[src/rtl/block_config_pkg.sv]
// block_config_pkg
// Shared definitions for the CLB configuration path: the loader state
// encoding and the default LUT / block-count sizing used by the CLB top.
package block_config_pkg;

  localparam int DEFAULT_MEM_SIZE   = 16;
  localparam int DEFAULT_NUM_BLOCKS = 4;

  typedef enum logic [2:0] {
    IDLE   = 3'd0,
    SHIFT  = 3'd1,
    COMMIT = 3'd2,
    HOLD   = 3'd3,
    DONE   = 3'd4
  } load_state_t;

endpackage

[src/rtl/block_config_loader_shift_reg.sv]
// config_shift_reg
// LSB-first serial-to-parallel assembler for one LUT word.
// Ports:
//   clk, rst   - clock and synchronous active-high reset
//   clear      - restart word assembly (partial bits and count dropped)
//   shift_en   - accept bit_in this cycle
//   bit_in     - serial configuration bit
//   word_next  - the word as it will look once bit_in is accepted
//   full       - this accept completes a MEM_SIZE-bit word
module config_shift_reg #(
  parameter int MEM_SIZE = 16
) (
  input  logic                clk,
  input  logic                rst,
  input  logic                clear,
  input  logic                shift_en,
  input  logic                bit_in,
  output logic [MEM_SIZE-1:0] word_next,
  output logic                full
);

  localparam int CNT_BITS = (MEM_SIZE > 2) ? $clog2(MEM_SIZE) : 1;
  localparam logic [CNT_BITS-1:0] CNT_LAST = CNT_BITS'(MEM_SIZE - 1);

  // Only MEM_SIZE-1 bits are stored: on the completing accept the oldest bit
  // would fall out of a full-width register anyway, so the finished word is
  // formed combinationally from the stored bits plus the incoming one.
  logic [MEM_SIZE-2:0] partial;
  logic [CNT_BITS-1:0] cnt;

  assign word_next = {bit_in, partial};
  assign full      = shift_en && (cnt == CNT_LAST);

  // New bits enter at the MSB and walk down, so the first accepted bit ends
  // at bit 0 of the completed word. The count wraps on the completing accept.
  always_ff @(posedge clk) begin
    if (rst || clear) begin
      partial <= '0;
      cnt     <= '0;
    end else if (shift_en) begin
      partial <= word_next[MEM_SIZE-1:1];
      cnt     <= full ? '0 : cnt + CNT_BITS'(1);
    end
  end

endmodule

[src/rtl/block_config_loader.sv]
// block_config_loader
// Front end of the CLB configuration path. Assembles serial config bits into
// MEM_SIZE-bit LUT words and strobes each target block's latches in turn.
// Ports:
//   clk, rst    - clock and synchronous active-high reset
//   start       - begin a full load of all blocks (honoured only when idle)
//   bit_in      - serial configuration bit, LSB of each word first
//   bit_valid   - bit_in carries a bit
//   bit_ready   - loader takes the offered bit this cycle
//   config_out  - parallel word shared by all target blocks
//   comb_set    - one-hot capture strobe, bit i for block i
//   busy        - a load is in progress
//   done        - one-cycle pulse once the final block is committed
module block_config_loader
  import block_config_pkg::*;
#(
  parameter int MEM_SIZE   = DEFAULT_MEM_SIZE,
  parameter int NUM_BLOCKS = DEFAULT_NUM_BLOCKS,
  parameter int BLK_BITS   = (NUM_BLOCKS > 1) ? $clog2(NUM_BLOCKS) : 1
) (
  input  logic                  clk,
  input  logic                  rst,
  input  logic                  start,
  input  logic                  bit_in,
  input  logic                  bit_valid,
  output logic                  bit_ready,
  output logic [MEM_SIZE-1:0]   config_out,
  output logic [NUM_BLOCKS-1:0] comb_set,
  output logic                  busy,
  output logic                  done
);

  localparam logic [BLK_BITS-1:0] BLK_LAST = BLK_BITS'(NUM_BLOCKS - 1);

  load_state_t         state;
  load_state_t         state_next;
  logic [BLK_BITS-1:0] blk;
  logic                shift_en;
  logic                shift_clear;
  logic                word_full;
  logic [MEM_SIZE-1:0] word_next;

  assign shift_en = (state == SHIFT) && bit_valid;

  config_shift_reg #(
    .MEM_SIZE (MEM_SIZE)
  ) u_shift (
    .clk       (clk),
    .rst       (rst),
    .clear     (shift_clear),
    .shift_en  (shift_en),
    .bit_in    (bit_in),
    .word_next (word_next),
    .full      (word_full)
  );

  // State register, block index and the shared output word. config_out only
  // moves on the edge that completes a word, i.e. the edge entering COMMIT,
  // so it is settled for the whole strobe cycle and the HOLD cycle after it.
  always_ff @(posedge clk) begin
    if (rst) begin
      state      <= IDLE;
      blk        <= '0;
      config_out <= '0;
    end else begin
      state <= state_next;
      if (state == IDLE && start) begin
        blk <= '0;
      end else if (state == HOLD && blk != BLK_LAST) begin
        blk <= blk + BLK_BITS'(1);
      end
      if (word_full) begin
        config_out <= word_next;
      end
    end
  end

  // Next-state and Moore outputs. Strobe and handshake depend on state only,
  // so a reset edge clears them for the following cycle even mid-COMMIT.
  always_comb begin
    state_next  = state;
    bit_ready   = 1'b0;
    comb_set    = '0;
    busy        = 1'b1;
    done        = 1'b0;
    shift_clear = 1'b0;
    case (state)
      IDLE: begin
        busy = 1'b0;
        if (start) begin
          state_next  = SHIFT;
          shift_clear = 1'b1;
        end
      end
      SHIFT: begin
        bit_ready = 1'b1;
        if (word_full) begin
          state_next = COMMIT;
        end
      end
      COMMIT: begin
        comb_set   = NUM_BLOCKS'(1) << blk;
        state_next = HOLD;
      end
      HOLD: begin
        state_next = (blk == BLK_LAST) ? DONE : SHIFT;
      end
      DONE: begin
        done       = 1'b1;
        state_next = IDLE;
      end
      default: begin
        state_next = IDLE;
      end
    endcase
  end

endmodule

[config.mk]
export PLATFORM = sky130hd
export DESIGN_NAME = block_config_loader
export DESIGN_NICKNAME = d
export VERILOG_FILES = /design/src/rtl/block_config_pkg.sv /design/src/rtl/block_config_loader_shift_reg.sv /design/src/rtl/block_config_loader.sv
export SDC_FILE = /design/constraint.sdc
export NUM_CORES = 1
export LEC_CHECK = 0
export ABC_AREA = 0
export CAP_MARGIN = 20
export CORE_AREA = 2 2 69 71
export DETAILED_ROUTE_END_ITERATION = 10
export DIE_AREA = 0 0 71 73
export PLACE_DENSITY_LB_ADDON = 0.08
export SYNTH_ARGS = -nofsm -noshare
export SYNTH_HDL_FRONTEND = slang
export SYNTH_SLANG_ARGS = --single-unit
[constraint.sdc]
create_clock -name clk -period 1.9 [get_ports clk]
set_clock_uncertainty 0.1 [all_clocks]
set_input_delay 0.38 -clock clk [delete_from_list [all_inputs] [get_ports clk]]
set_output_delay 0.38 -clock clk [all_outputs]
set_load 0.01 [all_outputs]
==> flow_summary.toml, run 1 <==
[routing]
drt-total-wl_microns = 3850
via_count = 1474
drt_first_pass_iters = 4
vias_per_cell = 5.17
drc_errors = 0
drtIter0Drc = 92
wl_per_cell_microns = 13.5
ant_nets = 0

[power]
power_density_nw_per_um2 = 748
clockPowerShare_pct = 41.8
pwr-share-seq_pct = 52.7
switching_share_pct = 21.1
p_total_mw = 1.60
ir_drop_mv = 0.508
p_int_mw = 1.26
p_leak_nw = 0.743
combPwrFrac_pct = 5.5
power_switching_mw = 0.337

[synth]
synth.mux.area_fraction_pct = 0.592
synth_nets = 209
synthAdderAreaFrac_pct = 3.70
ys_ff_latch = 40
synth_edf_count = 0
synth-seq-area-share_pct = 47.3
synth_top_area_cell = "dfxtp_1"
async_reset_ff_share_pct = 0
synth_cells = 199
synthDistinctLibCells = 30
synth_top_family_by_area = "simple AND/OR/NAND/NOR gates"
synthXorXnorAreaFrac_pct = 0.518
synth.most_common_cell = "dfxtp_1"
avgSynthCellArea_sq_um = 8.50
yosys_warnings = 0
yosys.area_share.simple_pct = 21.6
syn-cell-area_sq_um = 1690
yosys_most_used_dff = "dfxtp_1"
synth_common_cells = "dfxtp_1, a21oi_1, nand2_1"
synth_top_area_share_pct = 47.3
synth_compound_area_share_pct = 19.2
synth_area_leaders = "dfxtp_1, a21oi_1, nand2_1"

[clock_network]
worstSkewPairLatency_ps = 290
cts_root_buffer = "clkbuf_8"
clock_sinks = 40
cts_buffer_depth = 2
cts_buffers = 5
post_cts_buffers = 0
tritoncts = "yes"
clkTransAtPathRegs_ps = 70
holdBufCountCts = 0
htree_levels = 2
ctsResizeCount = 8

[layout]
final_util_pct = 47.2
diodes = 0
fin_nets = 240
fill_cells = 432
final_area_sq_um = 2140
drive_above_1_share_pct = 11.7
syn2layout_area_growth_pct = 26.6

[floorplanning]
ios = 28
die_area_sq_um = 5180
start_util_pct = 37.3
die_y_microns = 73
row_count = 25
core_sq_um = 4540
fp.dieW_microns = 71

[setup_path]
reg2reg_from = "u_shift.cnt[0]"
startpoint_type = "register"
cp_cell_sequence = "buf_4 > or3_4 > clkdlybuf4s15_1"
cp_data_arrival_time_ps = 1350
criticalPathCategory = "register to primary output"
path_max_fanout = 9
cp-startpoint = "state[1]"
critPathRequiredTime_ps = 1420
cp-end-kind = "primary output"
slowest_stage = "or3_4"
critical-path-max-stage-delay_ps = 350

[grt]
grt_overflow = 0
grt_max_degree = 24
grtUsageTotal_pct = 16.2
antenna_found_initial = 0
grt_pass1_wl_microns = 6530
grt_pass1_vias = 1426

[sta]
fmax_mhz = 547
relSlewSlack_pct = 53.1
tns_ps = 0
rsz0062_at_grt = "false"
finalMaxSlewViolations = 0
fin_crit_ps = 1830
finalHoldViolCount = 0
worst-slew-pin-transition_ps = 704
fin_crit_sh_pct = 96.2
setup_violations = 0

[place]
dp_hpwl_microns = 2700
dpl-instance-area_sq_um = 2030
place.gp.congestion = 0.818
port_buffers = 27

[hold_path]
hold_class = "register to register"
holdCritStartpoint = "u_shift.partial[0]"

[run_status]
status = "finished clean"

[job]
maxCapViolCount = 0
stage by stage:
stage,hold WS [ps],instances,setup WS [ps]
after floorplan,336,199,435
after global placement,345,277,62.9
after detailed placement,347,277,2.49
after CTS,357,285,12.3
after global routing,380,285,0.817
final,357,285,72.2
cell type report:
type | instances | area (sq um) | area share (%)
repair buffers | 40 | 373 | 17.4
well taps | 54 | 67.6 | 3.16
clock inverters | 2 | 35.0 | 1.64
inverters | 4 | 15.0 | 0.701
clock buffers | 6 | 72.6 | 3.39
multi-input cells | 139 | 776 | 36.2
flip-flops and latches | 40 | 802 | 37.5
layout by cell type (no fill, tap or decap):
cell type,Yosys,layout
nand3_1,17,17
and3_1,1,1
nor3_1,3,3
or3_1,2,2
a41oi_2,1,1
and2_1,4,4
nor3b_2,0,1
or3_4,1,1
o21bai_2,1,1
nand2b_1,2,2
a21oi_1,35,35
nand4bb_1,1,1
buf_12,0,1
xnor2_1,1,1
clkbuf_1,3,1
dfxtp_2,0,1
a311oi_2,1,1
a21boi_0,1,1
clkinv_2,0,1
clkdlybuf4s15_1,0,1
o21ai_0,18,18
and4bb_1,1,1
dlygate4sd2_1,0,6
a2111oi_0,1,1
nor2_1,4,4
inv_1,4,4
buf_4,4,12
bufinv_16,0,1
nand2_1,35,35
clkbuf_8,0,5
ha_1,5,5
clkdlybuf4s50_1,0,20
mux2i_1,1,1
nor3b_1,2,1
and4bb_2,1,1
dfxtp_1,40,39
metal layers:
metal | GRT usage [%] | vias to the layer above | share of wire (%)
li1 | - | 743 | -
met1 | 19.9 | 703 | 48
met2 | 26.5 | 24 | 48
met3 | 3.45 | 4 | 2.9
met4 | 9.01 | 0 | 1.1
met5 | 0 | - | 0
final timing paths:
| kind | cells after the start | end | slack [ps] |
|---|---|---|---|
| max | 3 | busy | 70 |
| min | 2 | u_shift.partial[0] | 360 |
| max reg2reg | 4 | u_shift.cnt[0] | 120 |
| min reg2reg | 2 | u_shift.partial[0] | 360 |
critical path: cells and delay by family (launching register included):
kind,cells,cell delay (ps)
AND/OR/NAND/NOR,1,350
flip-flops,1,310
buffers and inverters,2,400
cells by family (layout without fill, tap and decap cells):
family	count (synthesis)	in the layout
compound gates	58	58
mux	1	1
flops	40	40
simple gates	74	74
xor+xnor	1	1
buf+inv	20	52
fa+ha+maj	5	5
sequential cells by signal (all words and copies together), names as in the netlist:
name             cells
config_out          16
u_shift.cnt          4
state                3
u_shift.partial     15
blk                  2
power groups by stage:
| stage | logic [mW] | clock network [mW] | registers [mW] |
|---|---|---|---|
| after floorplan | 0.0555 | 0 | 0.864 |
| after global placement | 0.0891 | 0 | 0.863 |
| after detailed placement | 0.0906 | 0 | 0.863 |
| after CTS | 0.0889 | 0.695 | 0.844 |
| after global routing | 0.0958 | 0.733 | 0.845 |
| final | 0.0887 | 0.669 | 0.844 |
Note: power is estimated with default switching activity, not from simulation.
==> run 2, diff against run 1 <==
Settings changed: CTS_CLUSTER_DIAMETER set to 100.
==> results of run 2 <==
No change in the layout: final DEF, timing and power equal those of run 1.
==> run 3, diff against run 2 <==
Settings changed: SLEW_MARGIN set to 30.
==> results of run 3 <==
No change in the layout: final DEF, timing and power equal those of run 1.
